<file path="config.mk">
export PLATFORM = sky130hd
export DESIGN_NAME = carry_window_counter
export DESIGN_NICKNAME = d
export VERILOG_FILES = /design/src/rtl/carry_window_counter.sv
export SDC_FILE = /design/constraint.sdc
export NUM_CORES = 1
export LEC_CHECK = 0
export ABC_AREA = 1
export ABC_CLOCK_PERIOD_IN_PS = 2400
export BUFFER_PORTS_ARGS = -buffer_cell sky130_fd_sc_hd__buf_4
export CELL_PAD_IN_SITES_DETAIL_PLACEMENT = 0
export CELL_PAD_IN_SITES_GLOBAL_PLACEMENT = 1
export CORE_ASPECT_RATIO = 1.25
export CORE_MARGIN = 2
export CORE_UTILIZATION = 45
export CTS_BUF_LIST = sky130_fd_sc_hd__clkbuf_8
export CTS_CLUSTER_DIAMETER = 40
export DETAILED_ROUTE_END_ITERATION = 8
export GPL_ROUTABILITY_DRIVEN = 0
export GPL_TIMING_DRIVEN = 1
export HOLD_SLACK_MARGIN = 0.12
export PLACE_DENSITY = 0.92
export SKIP_LAST_GASP = 1
export SYNTH_ARGS = -nofsm -noshare
export SYNTH_HDL_FRONTEND = slang
export SYNTH_SLANG_ARGS = --single-unit
</file>
<file path="constraint.sdc">
create_clock -name clk -period 2.4 [get_ports clk]
set_clock_uncertainty 0.2 [all_clocks]
set_input_delay 0.12 -clock clk [delete_from_list [all_inputs] [get_ports clk]]
set_output_delay 0.12 -clock clk [all_outputs]
set_load 0.01 [all_outputs]
</file>
<file path="src/rtl/carry_window_counter.sv">
// carry_window_counter
//   Samples the overflow/underflow wrap flags of a modulo-M accumulator and
//   accumulates their net signed count over windows of WIN enabled cycles.
//   Each closed window is presented on a valid/ready result port together
//   with a saturation flag and an overrun flag.
//
// Parameters
//   CNT_W      width of the signed net-count accumulator and result (>= 2)
//   WIN        window length in enabled clk cycles (>= 2)
//
// Ports
//   clk        clock, rising edge active
//   arst       asynchronous reset, active high
//   en         sampling enable; window counter and accumulator hold when low
//   clr        synchronous window restart, priority over en
//   cop        overflow flag for this cycle (+1)
//   con        underflow flag for this cycle (-1)
//   res_ready  downstream accepts the held result
//   res_valid  a window result is held
//   res_net    net signed wrap count of the window
//   res_sat    accumulator saturated during that window
//   res_ovr    this result replaced an unaccepted previous result
module carry_window_counter #(
    parameter int CNT_W = 16,
    parameter int WIN   = 1000
) (
    input  logic                    clk,
    input  logic                    arst,
    input  logic                    en,
    input  logic                    clr,
    input  logic                    cop,
    input  logic                    con,
    input  logic                    res_ready,
    output logic                    res_valid,
    output logic signed [CNT_W-1:0] res_net,
    output logic                    res_sat,
    output logic                    res_ovr
);

    localparam int              WCW      = $clog2(WIN);
    localparam logic [WCW-1:0]  WIN_LAST = WCW'(WIN - 1);
    localparam logic [CNT_W-1:0] SAT_MAX = {1'b0, {(CNT_W-1){1'b1}}};
    localparam logic [CNT_W-1:0] SAT_MIN = {1'b1, {(CNT_W-1){1'b0}}};

    logic [CNT_W-1:0]        acc_q, acc_d;
    logic [WCW-1:0]          win_cnt_q, win_cnt_d;
    logic                    sat_acc_q, sat_acc_d;
    logic                    res_valid_q, res_valid_d;
    logic signed [CNT_W-1:0] res_net_q, res_net_d;
    logic                    res_sat_q, res_sat_d;
    logic                    res_ovr_q, res_ovr_d;

    logic [CNT_W:0]   step_ext;
    logic [CNT_W:0]   sum_ext;
    logic             clip;
    logic [CNT_W-1:0] acc_next;
    logic             close;

    // Saturating add of the per-cycle step. The sum is formed one bit wider;
    // since the step is at most +/-1, a clip shows up as the two top bits of
    // the widened sum disagreeing, and the top bit tells which rail to use.
    // NOTE: every combinational output gets a default before any branch, so
    // no path leaves a signal unassigned and no latch is inferred.
    always_comb begin
        step_ext = '0;
        if (cop && !con) begin
            step_ext = (CNT_W+1)'(1);
        end else if (con && !cop) begin
            step_ext = '1;
        end
        sum_ext = {acc_q[CNT_W-1], acc_q} + step_ext;
        clip    = sum_ext[CNT_W] ^ sum_ext[CNT_W-1];
        if (!clip) begin
            acc_next = sum_ext[CNT_W-1:0];
        end else if (sum_ext[CNT_W]) begin
            acc_next = SAT_MIN;
        end else begin
            acc_next = SAT_MAX;
        end
    end

    assign close = en && !clr && (win_cnt_q == WIN_LAST);

    // Window accumulation state.
    always_comb begin
        acc_d     = acc_q;
        win_cnt_d = win_cnt_q;
        sat_acc_d = sat_acc_q;
        if (clr || close) begin
            // The closing cycle's step goes into the result, not the next window.
            acc_d     = '0;
            win_cnt_d = '0;
            sat_acc_d = 1'b0;
        end else if (en) begin
            acc_d     = acc_next;
            win_cnt_d = win_cnt_q + WCW'(1);
            sat_acc_d = sat_acc_q | clip;
        end
    end

    // Result register and handshake. A close on the accepting edge reloads
    // the register, so the later assignment deliberately overrides the drop.
    always_comb begin
        res_valid_d = res_valid_q;
        res_net_d   = res_net_q;
        res_sat_d   = res_sat_q;
        res_ovr_d   = res_ovr_q;
        if (res_valid_q && res_ready) begin
            res_valid_d = 1'b0;
        end
        if (close) begin
            res_valid_d = 1'b1;
            res_net_d   = acc_next;
            res_sat_d   = sat_acc_q | clip;
            res_ovr_d   = res_valid_q && !res_ready;
        end
    end

    // NOTE: state registers use non-blocking assignments so every flop
    // samples the pre-edge values regardless of process ordering.
    always_ff @(posedge clk or posedge arst) begin
        if (arst) begin
            acc_q       <= '0;
            win_cnt_q   <= '0;
            sat_acc_q   <= 1'b0;
            res_valid_q <= 1'b0;
            res_net_q   <= '0;
            res_sat_q   <= 1'b0;
            res_ovr_q   <= 1'b0;
        end else begin
            acc_q       <= acc_d;
            win_cnt_q   <= win_cnt_d;
            sat_acc_q   <= sat_acc_d;
            res_valid_q <= res_valid_d;
            res_net_q   <= res_net_d;
            res_sat_q   <= res_sat_d;
            res_ovr_q   <= res_ovr_d;
        end
    end

    assign res_valid = res_valid_q;
    assign res_net   = res_net_q;
    assign res_sat   = res_sat_q;
    assign res_ovr   = res_ovr_q;

endmodule

</file>
[After elaboration in Yosys (flattened, before gate mapping)]
Index checks and enable logic that the tools add are counted.
W data, S select, Z words.
Word-level totals
  register bits after elaboration: 46
  ROM bits: 0
  bits in writable memories: 0
  memories: 0
  logic and storage cells: 37
  latch bits: 0
Operators by class
  bitwise logic cells: 2
  mux-type cells: 12
  shift-type cells: 0
  equality and inequality tests: 1
  multipliers: 0
  order comparisons: 0
  divide/modulo/power cells: 0
  $add $sub $neg: 2
  reductions and logical operators: 13
Operators with widths (number)
  $mux W16: 4
  $mux W17: 2
  $mux W10: 2
  $add A17 B17 Y17: 1
  $add A10 B1 Y10 const B: 1
  $eq A10 B10 Y1 const B: 1
  $logic_and A1 B1 Y1: 6
  $logic_not A1 Y1: 4
  $mux W1: 4
  $reduce_bool A2 Y1: 2
  $logic_or A1 B1 Y1: 1
  $or A1 B1 Y1: 1
  $xor A1 B1 Y1: 1

[Logic depth before layout (Yosys ltp)]
Gate-level depths: netlist of the first run.
  word-level depth: 9
  depth in mapped cells: 23

[Worst setup path after synthesis of the first run]
No wires, ideal clock.
  kind: input to register
  start point: input cop
  end point: register res_sat_q (netlist: res_sat)
  library setup time: 0.117 ns
  buffers on the path: 2
  required time: 2.083 ns
  cell stages on the path: 22
  setup slack: 0.063 ns
  arrival time: 2.020 ns
  cells stage by stage: inv_1 > ha_1 > buf_6 > nand2_1 > nand2_1 > inv_1 > ha_1 > inv_1 > nand2_1 > nand3_1 > nand2_1 > nand2_1 > nand2_2 > nand2_2 > nand2_2 > nand2_1 > nand2_2 > nand2_4 > buf_6 > nand3_2 > nand2_1 > nand2_1
Between the ends
  longest elaborated chain between the ends: 7
  elaborated cells between the ends (all ways): 8
  those cells by class: add/sub (1); mux (2); bitwise (2); reduce/logical (3)
RTL lines
  start, declared: RTL line 31  | input logic cop,
  $logic_not A1 Y1: RTL line 68  | end else if (con && !cop) begin
  $logic_and A1 B1 Y1: RTL line 68
  $mux W17: RTL line 68
  $mux W17 (*): RTL line 66  | if (cop && !con) begin
  $add A17 B17 Y17 (*): RTL line 71  | sum_ext = {acc_q[CNT_W-1], acc_q} + step_ext;
  $xor A1 B1 Y1 (*): RTL line 72  | clip = sum_ext[CNT_W] ^ sum_ext[CNT_W-1];
  $or A1 B1 Y1 (*): RTL line 114  | res_sat_d = sat_acc_q | clip;
  end signal, assigned: RTL line 136  | res_sat_q <= res_sat_d;
  end, declared: RTL line 50  | logic res_sat_q, res_sat_d;
Every way passes the cells marked *; elsewhere a longest branch is shown, timed or not.
A chain may end at the register's enable or synchronous reset.

[Worst setup path after layout of the first run]
  start point: register acc_q[15]
  end point: register res_net_q[1] (netlist: res_net[1])
Between the ends
  longest elaborated chain between the ends: 3
  elaborated cells between the ends (all ways): 4
  those cells by class: add/sub (1); mux (2); bitwise (1)
RTL lines
  start, declared: RTL line 45  | logic [CNT_W-1:0] acc_q, acc_d;
  start signal, assigned: RTL line 123  | acc_q <= '0;
  start signal, assigned: RTL line 131  | acc_q <= acc_d;
  $add A17 B17 Y17 (*): RTL line 71
  $mux W16 or $xor A1 B1 Y1 (tied branches): RTL line 75, 72
  $mux W16 (*): RTL line 73  | if (!clip) begin
  end signal, assigned: RTL line 135  | res_net_q <= res_net_d;
  end, declared: RTL line 49  | logic signed [CNT_W-1:0] res_net_q, res_net_d;
Marked as above.

==> results_dict.tcl, run 1 <==
set metrics [dict create \
    critPathMaxStageDelay_ns 0.39 \
    synth-seq-cells 46 \
    dpl.hpwl_mm 6.162 \
    yosysWarnings 0 \
    setup_violations 0 \
    seqCellArea_sq_um 1151 \
    diodes 0 \
    r2r_cells 12 \
    yosys.area.top_type "dfrtp_1" \
    cp.arrival_ns 2.29 \
    crit_required_ns 2.44 \
    synth_top_area_share_pct 36.19 \
    synthFlopType "dfrtp_1" \
    cts_tree "built" \
    core_area_sq_um 6892 \
    grt_usage_pct 21.32 \
    hold_path_class "input port to async pin" \
    synth_edf_count 0 \
    hold_viol_final 0 \
    power_frac_clock_pct 26.7 \
    die_h_microns 98.00 \
    instances_no_fill 637 \
    cellPowerDensity_nw_per_um2 518.5 \
    relSlewSlack_pct 64.77 \
    grt_antenna_before_repair 0 \
    met2_usage_pct 37.22 \
    remaining_drc_errors 0 \
    internal-power_mw 1.376 \
    grt_overflow 0 \
    cp_max_fo 8 \
    drt-pass1-iter-count 4 \
    place_inst 622 \
    fin_crit_sh_pct 94.06 \
    gr-max-usage-layer "met2" \
    yosysMostFrequentCell "nand2_1" \
    drive_above_1_share_pct 27.24 \
    ant_nets 0 \
    power_frac_seq_pct 41.3 \
    cts_sinks 46 \
    switching_share_pct 33.49 \
    pin_count 26 \
    wire_per_inst_microns 12.35 \
    cp-end-kind "register" \
    path_cells "ha_1 > inv_1 > o21bai_1 > o21bai_1 > a21oi_2 > buf_4 > nand3_1 > nand2_4 > nand2_4 > nand2_2 > nand2_1 > nand2_1" \
    clockRootBuffer "clkbuf_8" \
    grt_max_degree 23 \
    drt-vias-per-instance 4.766 \
    crit_slowest_cell "dfrtp_1" \
    fin_total_pwr_mw 2.069 \
    die_area_sq_um 7761 \
    slew_violations 0 \
    power_frac_comb_pct 31.9 \
    htree_levels 2 \
    post-route-util_pct 57.90 \
    ys_async_sr_fraction_pct 100.0 \
    p_switching_mw 0.6930 \
    syn_area_sq_um 3181 \
    multiInputGateArea_sq_um 1848 \
    r2r-end "res_net[1]$_DFFE_PP0P_" \
    cp_num_buf_inv 2 \
    nets 559 \
    cts_buffers 5 \
    area_growth_pct 25.45 \
    period_needed_ns 2.257 \
    fmax_ghz 0.4430 \
    grt_pass1_wl_mm 13.19 \
    leakagePower_nw 2.306 \
    yosysUniqueCellTypes 32 \
    ir_drop_v 0.0005591 \
    seq_area_frac_synth_pct 36.19 \
    syn_avg_cell_area_sq_um 6.696 \
    worst_setup_path_start_kind "register" \
    grtUsageMet3_pct 1.479 \
    drt_iter0_markers 121 \
    vias 3036 \
    start_util_pct 46.15 \
    critical_path.top_delay_family "simple AND/OR/NAND/NOR gates" \
    grt_pass1_vias 2854 \
    clkTransAtPathRegs_ns 0.08 \
    fp-row-count 34 \
    ys_top_cells_by_area "dfrtp_1 36%, nand2_1 23%, nand2_2 7.5%" \
    r2r-start "acc_q[15]$_DFFE_PP0P_" \
    synthCells 475 \
    worst_pin_slew_ns 0.5279 \
    path_class "register to register" \
    drv_cap 0 \
    fillerInstances 681 \
    outcome "finished clean" \
    clock_latency_ns 0.29 \
    r2r_slack_ns 0.14 \
    die_w_microns 79.20 \
    cts_buffer_depth 2 \
    drt-total-wl_mm 7.864 \
    port_buffers 25 \
    syn_nets 488 \
    gr-usage-met1_pct 28.35 \
    synth_commonest_cells "198 x nand2_1, 52 x inv_1, 46 x dfrtp_1" \
]
-- metal layers --
metal  vias up  share of wire [%]
met3         8                2.0
li1       1602                  -
met5         -                  0
met4         0                1.4
met2        32                 51
met1      1394                 45
-- worst max path at each step --
stage / start / endpoint / slack, ns / cells past startpoint
floorplan: cop / res_sat$_DFFE_PP0P_ / 0.06 / 22
finish: acc_q[15]$_DFFE_PP0P_ / res_net[1]$_DFFE_PP0P_ / 0.14 / 12
global placement: cop / res_net[14]$_DFFE_PP0P_ / -0.11 / 16
CTS: acc_q[15]$_DFFE_PP0P_ / res_net[14]$_DFFE_PP0P_ / 0.13 / 12
global route: acc_q[1]$_DFFE_PP0P_ / res_net[13]$_DFFE_PP0P_ / -0.006 / 20
detailed placement: cop / res_net[14]$_DFFE_PP0P_ / -0.13 / 16
-- per-stage QoR --
step | worst slack (ns) | setup TNS [ns] | hold WS (ns) | cell area [sq um]
after global routing | -0.006161 | -0.01134 | 0.2507 | 3990
after CTS | 0.1306 | 0 | 0.2108 | 3871
after global placement | -0.1061 | -2.009 | -0.03295 | 3725
final | 0.1426 | 0 | 0.2101 | 3990
after detailed placement | -0.1342 | -3.050 | -0.02947 | 3725
after floorplan | 0.06302 | 0 | 0.01645 | 3181
-- logic make-up (layout without fill, tap and decap cells) --
kind of cell	count (synthesis)	count (layout)	synth area share (%)
XOR/XNOR	9	9	2.479
adder cells (fa/ha/maj)	6	6	2.360
AND/OR/NAND/NOR	307	309	42.80
flip-flops	46	46	36.19
AO/OA/AOI/OAI	39	39	6.964
buffers and inverters	68	138	9.205
-- tightest hold or removal path: stages --
cell	delay [ns]
dlygate4sd3_1	0.54
buf_4	0.13
inv_2	0.35
-- power by group through the flow --
| stage | clock [mW] | combinational, mW | sequential (mW) |
|---|---|---|---|
| 2_1_floorplan | 0 | 0.429 | 0.854 |
| 3_3_place_gp | 0 | 0.594 | 0.868 |
| 3_5_place_dp | 0 | 0.601 | 0.869 |
| 4_1_cts | 0.564 | 0.612 | 0.854 |
| 5_1_grt | 0.591 | 0.743 | 0.859 |
| 6_report | 0.553 | 0.661 | 0.855 |
-- layout by cell type (no fill, tap or decap), types with 9 or more instances in the layout --
| cell type | Yosys | layout |
|---|---|---|
| a21oi_1 | 16 | 16 |
| buf_4 | 2 | 69 |
| dfrtp_1 | 46 | 46 |
| inv_1 | 52 | 53 |
| nand2_1 | 198 | 189 |
| nand2_2 | 38 | 43 |
| nand3_1 | 21 | 19 |
| nor2_1 | 26 | 26 |
| nor2_2 | 9 | 9 |
| o21ai_0 | 14 | 14 |
-- layout make-up --
class	instances	area share, %
repair buffers	73	13.99
inverters	57	5.362
clock buffers	5	1.725
flip-flops and latches	46	28.85
multi-input cells	363	46.32
well taps	90	2.822
clock inverters	3	0.9407
-- flip-flops by register name, summed over array words and instances, names as in the netlist --
name,cells
acc_q,16
res_net,16
res_ovr,1
res_sat,1
res_valid,1
sat_acc_q,1
win_cnt_q,10
-- timing repair --
| item | in CTS | in global routing |
|---|---|---|
| gates resized for setup | 0 | 20 |
| endpoints found under the setup margin | 0 | 32 |
| setup buffers | 0 | 1 |
| hold endpoints to repair | 57 | 0 |
| hold buffers | 4 | 0 |
No activity file was read; power rests on OpenSTA's default activity.
==> run 2, diff against run 1 <==
CORE_ASPECT_RATIO = 0.5   (was 1.25)
CORE_MARGIN = 8   (was 2)
==> run 2 against run 1 <==
  * Setup slack got worse by 0.0058 ns
  * Sequential cell count did not move
  * Utilization is 3.8 points higher
  * Global-route usage shrank 4.8 points
  * Cell area up 4.4%
  * Count of clock-buffer cells in the layout unchanged
  * Power increased by 4.8%
  * Sequential power hardly changed
  * Via count increased by 4.7%
  * Critical path type unchanged
  * Critical endpoint is now res_net[7]$_DFFE_PP0P_
==> results_dict.tcl, run 2 (same netlist as run 1, synthesis figures left out) <==
set metrics [dict create \
    drt-pass1-iter-count 4 \
    fin_total_pwr_mw 2.169 \
    path_cells "inv_1 > nand2_2 > nand2_2 > inv_1 > ha_1 > inv_1 > nand2_2 > nand3_2 > nand2_2 > nand2_1 > nand2_2 > nand2_2 > nand2_2 > nand2_2 > nand2_4 > nand2_8 > nand2_4 > nand2_2 > nand2_2" \
    cp.arrival_ns 2.26 \
    slew_violations 0 \
    ir_drop_v 0.0003377 \
    mostFrequentLayoutCells "176 x nand2_1, 77 x buf_4, 52 x nand2_2" \
    fin_hold_ws_ns 0.2554 \
    worst_pin_slew_ns 0.5884 \
    grt_usage_pct 16.49 \
    leakagePower_nw 2.352 \
    p_switching_mw 0.7514 \
    r2r_slack_ns 0.14 \
    cts_sinks 46 \
    period_needed_ns 2.263 \
    worst_setup_path_start_kind "register" \
    core_area_sq_um 6753 \
    clockRootBuffer "clkbuf_8" \
    grt_pass1_vias 2769 \
    internal-power_mw 1.417 \
    drive_above_1_share_pct 31.60 \
    clkTransAtPathRegs_ns 0.08 \
    mostFrequentLayoutCell "nand2_1" \
    htree_levels 2 \
    grt_overflow 0 \
    fp-row-count 21 \
    setup_violations 0 \
    outcome "finished clean" \
    critical_path.top_delay_family "simple AND/OR/NAND/NOR gates" \
    cts_buffers 5 \
    cellPowerDensity_nw_per_um2 520.6 \
    hold_path_class "register to register" \
    fin_crit_sh_pct 94.30 \
    clock_latency_ns 0.30 \
    drt_iter0_markers 216 \
    cp-end-kind "register" \
    drt-total-wl_mm 8.573 \
    grt_antenna_before_repair 0 \
    remaining_drc_errors 0 \
    diodes 0 \
    power_frac_comb_pct 34.5 \
    cp_max_fo 8 \
    port_buffers 25 \
    path_class "register to register" \
    cts_tree "built" \
    vias 3179 \
    power_frac_seq_pct 39.5 \
    drt-vias-per-instance 4.898 \
    fmax_ghz 0.4419 \
    grt_pass1_wl_mm 13.35 \
    fillerInstances 602 \
    dpl.hpwl_mm 6.273 \
    crit_required_ns 2.40 \
    cp_num_buf_inv 3 \
    hold_viol_final 0 \
    seqCellArea_sq_um 1151 \
    cts_buffer_depth 2 \
    relSlewSlack_pct 60.73 \
    nets 569 \
    area_growth_pct 30.96 \
    die_area_sq_um 10180 \
    die_w_microns 134.9 \
    critPathMaxStageDelay_ns 0.40 \
    drv_cap 0 \
    switching_share_pct 34.65 \
    multiInputGateArea_sq_um 1918 \
    grt_max_degree 47 \
    die_h_microns 75.45 \
    ant_nets 0 \
    start_util_pct 47.10 \
    pin_count 26 \
    power_frac_clock_pct 26.0 \
    cp_common_cell "nand2_2" \
    wire_per_inst_microns 13.21 \
    crit_slowest_cell "dfrtp_1" \
]
[run 2: changes by cell type in the layout (fill, tap and decap cells not counted), moves of 2 or more]
cell / before / now
nand2_1: 189 / 176
nand2_2: 43 / 52
buf_4: 69 / 77
nand2_4: 5 / 8
buf_12: 0 / 2
clkinv_2: 0 / 2
inv_1: 53 / 51
[run 2: power by group through the flow]
stage	clock (mW)	sequential [mW]	combinational, mW
floorplan	0	0.854	0.429
global route	0.601	0.864	0.825
global placement	0	0.870	0.631
finish	0.564	0.857	0.747
detailed placement	0	0.871	0.630
CTS	0.573	0.856	0.641
[run 2: final timing paths]
check,from,end,cells after the start
hold / removal,win_cnt_q[9]$_DFFE_PP0P_,win_cnt_q[9]$_DFFE_PP0P_,1
max in group asynchronous,arst,acc_q[0]$_DFFE_PP0P_,4
setup / recovery,acc_q[1]$_DFFE_PP0P_,res_net[7]$_DFFE_PP0P_,19
hold reg to reg,win_cnt_q[9]$_DFFE_PP0P_,win_cnt_q[9]$_DFFE_PP0P_,1
setup reg to reg,acc_q[1]$_DFFE_PP0P_,res_net[7]$_DFFE_PP0P_,19
min in group asynchronous,arst,res_net[7]$_DFFE_PP0P_,4
[run 2: what timing repair did]
| item | in CTS | in global routing |
|---|---|---|
| setup buffers | 0 | 2 |
| hold buffers | 4 | 0 |
| gates resized for setup | 0 | 40 |
| endpoints found under the setup margin | 0 | 32 |
| hold endpoints to repair | 66 | 0 |
[run 2: worst register-to-register path: stages, from the launching register on]
cell and delay, ns:
dfrtp_1 0.40, inv_1 0.07, nand2_2 0.07, nand2_2 0.07
inv_1 0.04, ha_1 0.18, inv_1 0.06, nand2_2 0.06
nand3_2 0.06, nand2_2 0.05, nand2_1 0.07, nand2_2 0.08
nand2_2 0.12, nand2_2 0.07, nand2_2 0.09, nand2_4 0.11
nand2_8 0.17, nand2_4 0.08, nand2_2 0.07, nand2_2 0.06
[run 2: layer usage]
metal / global-route usage [%] / vias to the layer above / share of wire (%)
li1: - / 1623 / -
met1: 23.97 / 1480 / 48
met2: 25.25 / 69 / 44
met3: 2.632 / 7 / 6.6
met4: 3.453 / 0 / 0.87
met5: 0 / - / 0
[run 2: cell type report]
type                            count  area share [%]
Clock buffer                        5           1.652
Inverter                           57           5.137
Multi-Input combinational cell    363           46.05
Timing Repair Buffer               83           15.80
Tap cell                           92           2.764
Sequential cell                    46           27.64
Clock inverter                      3          0.9613
[run 2: per-stage QoR]
stage,setup TNS [ns],setup WS [ns],utilization (%),cell area [sq um],std cells
3_5_place_dp,-4.195,-0.1591,56.57,3820,633
6_report,0,0.1368,61.68,4165,649
4_1_cts,0,0.1293,58.77,3969,645
2_1_floorplan,0,0.06302,-,3181,475
5_1_grt,-0.3500,-0.03162,61.68,4165,649
3_3_place_gp,-2.444,-0.1031,56.57,3820,633
==> run 3, diff against run 2 <==
ABC_AREA = default   (was 1)
CORE_UTILIZATION = 49   (was 45)
==> run 3 against run 2 <==
  * The flow now finishes with violations (setup timing)
  * Clock power shrank 15%
  * First-iteration DRC count grew 33%
  * Fmax shrank 22%
  * Power grew 14%
  * Utilization grew 8.8 points
  * Count of clock-buffer cells in the layout grew 1
  * Synthesized area grew 3.9%
  * Largest cell class unchanged
  * Largest power group is now combinational logic
==> results_dict.tcl, run 3 <==
set metrics [dict create \
    mostFrequentLayoutCells "110 x buf_4, 44 x dfrtp_1, 26 x nand2_1" \
    cp_max_fo 8 \
    wire_per_inst_microns 20.72 \
    remaining_drc_errors 0 \
    mostFrequentLayoutCell "buf_4" \
    cp-end-kind "register" \
    cts_buffer_depth 2 \
    switching_share_pct 35.76 \
    port_buffers 25 \
    grt_antenna_before_repair 0 \
    r2r-start "acc_q[0]$_DFFE_PP0P_" \
    cts_buffers 5 \
    outcome "finished, violations left" \
    fp-row-count 21 \
    crit_start "acc_q[0]$_DFFE_PP0P_" \
    cp_num_buf_inv 1 \
    fin_ws_ns -0.5136 \
    core_area_sq_um 6595 \
    grt_usage_pct 21.46 \
    fin_hold_ws_ns 0.1934 \
    cts_sinks 46 \
    drt_iter0_markers 288 \
    yosysWarnings 0 \
    ys_async_sr_fraction_pct 100.0 \
    die_h_microns 74.07 \
    area_growth_pct 40.74 \
    vias 3379 \
    power_frac_clock_pct 19.5 \
    critical_path.top_delay_family "compound AO/OA/AOI/OAI gates" \
    grt_setup_unrepaired "true" \
    cts_tree "built" \
    ys_top_cells_by_area "dfrtp_1 35%, xnor2_1 4.2%, o21ai_0 3.8%" \
    cellPowerDensity_nw_per_um2 529.3 \
    clkTransAtPathRegs_ns 0.07 \
    period_needed_ns 2.914 \
    diodes 0 \
    worst_setup_path_start_kind "register" \
    fin_crit_sh_pct 121.4 \
    drt-total-wl_mm 11.29 \
    htree_levels 2 \
    syn_avg_cell_area_sq_um 9.441 \
    fmax_ghz 0.3432 \
    crit_required_ns 2.38 \
    grt_pass1_wl_mm 16.85 \
    crit_slowest_cell "dfrtp_2" \
    power_frac_seq_pct 35.7 \
    grt_overflow 0 \
    synthCells 350 \
    synth_top_area_share_pct 34.84 \
    syn_nets 363 \
    path_class "register to register" \
    seq_area_frac_synth_pct 34.84 \
    drv_cap 0 \
    place_inst 524 \
    yosysMostFrequentCell "dfrtp_1" \
    drive_above_1_share_pct 43.49 \
    post-route-util_pct 70.52 \
    die_area_sq_um 9787 \
    synth_commonest_cells "46 x dfrtp_1, 26 x nand2_1, 25 x o21ai_0" \
    fin_total_pwr_mw 2.462 \
    synthFlopType "dfrtp_1" \
    dpl.hpwl_mm 7.255 \
    synth-seq-cells 46 \
    clockRootBuffer "clkbuf_8" \
    power_frac_comb_pct 44.8 \
    leakagePower_nw 2.104 \
    ir_drop_v 0.0004187 \
    critPathMaxStageDelay_ns 0.45 \
    setup_violations 34 \
    path_cells "ha_4 > ha_4 > or3_4 > a21oi_4 > o31ai_4 > a21oi_4 > o31ai_4 > buf_12 > maj3_2 > mux2_4" \
    relSlewSlack_pct 57.29 \
    internal-power_mw 1.581 \
    clock_latency_ns 0.30 \
    cp.arrival_ns 2.89 \
    slew_violations 0 \
    die_w_microns 132.1 \
    violations "setup timing" \
    pin_count 26 \
    yosysUniqueCellTypes 65 \
    yosys.area.top_type "dfrtp_1" \
    worst_pin_slew_ns 0.6368 \
    grt_pass1_vias 3300 \
    grt_max_degree 30 \
    syn_area_sq_um 3304 \
    nets 467 \
    hold_path_class "input port to async pin" \
    drt-vias-per-instance 6.200 \
    r2r_slack_ns -0.51 \
    hold_viol_final 0 \
    synth_edf_count 0 \
    drt-pass1-iter-count 5 \
    start_util_pct 50.10 \
    p_switching_mw 0.8803 \
    ant_nets 0 \
    instances_no_fill 545 \
]
[run 3: cells by family (layout without fill, tap and decap cells)]
| family | after synthesis | count (layout) | share of synthesized area, % |
|---|---|---|---|
| buffers and inverters | 33 | 136 | 5.415 |
| XOR/XNOR | 31 | 31 | 8.444 |
| AND/OR/NAND/NOR | 111 | 111 | 18.02 |
| adder cells (fa/ha/maj) | 20 | 20 | 6.740 |
| multiplexers | 11 | 11 | 4.203 |
| flip-flops | 46 | 46 | 34.84 |
| AO/OA/AOI/OAI | 98 | 98 | 22.34 |
[run 3: stage by stage]
| step | worst slack, ns | TNS [ns] | cell area [sq um] |
|---|---|---|---|
| detailed placement | -0.6497 | -19.06 | 4149 |
| global route | -0.5655 | -16.81 | 4651 |
| floorplan | -0.5734 | -15.94 | 3358 |
| CTS | -0.4489 | -12.02 | 4522 |
| global placement | -0.5636 | -16.27 | 4149 |
| finish | -0.5136 | -14.78 | 4651 |
[run 3: per-layer routing]
layer	vias to the layer above	global-route usage (%)	routed length, microns
met5	-	0	0
met4	0	8.575	382
met3	37	3.841	861
met2	173	37.28	5416
met1	1673	26.52	4632
li1	1496	-	-
[run 3: what timing repair did]
action	in CTS	in global routing
cloned	1	0
pin swaps	16	18
hold buffers	5	0
resized for setup	42	25
setup buffers	7	4
setup endpoints to repair	34	35
hold endpoints to repair	28	0
[run 3: cell type report]
| cell class | count | area [sq um] |
|---|---|---|
| clock buffer | 6 | 82.58 |
| fill | 445 | 1944 |
| inverter | 5 | 31.28 |
| multi-input combinational | 271 | 2236 |
| sequential | 46 | 1154 |
| tap | 92 | 115.1 |
| timing repair buffer | 125 | 1032 |
[run 3: final timing paths]
check	to	cells after the start
max	res_net[2]$_DFFE_PP0P_	10
min	win_cnt_q[0]$_DFFE_PP0P_	3
max reg2reg	res_net[2]$_DFFE_PP0P_	10
min reg2reg	res_ovr$_DFFE_PP0P_	2
max in group asynchronous	acc_q[0]$_DFFE_PP0P_	4
min in group clk	res_ovr$_DFFE_PP0P_	2
[run 3: tightest hold or removal path, cell delays in order]
cell	delay [ns]
dlygate4sd3_1	0.54
buf_4	0.13
clkinv_1	0.34
[run 3: power by group through the flow]
stage	sequential [mW]	combinational (mW)	clock, mW
2_1_floorplan	0.847	0.571	0
3_3_place_gp	0.882	0.838	0
3_5_place_dp	0.885	0.872	0
4_1_cts	0.873	1.00	0.471
5_1_grt	0.885	1.16	0.515
6_report	0.879	1.10	0.480
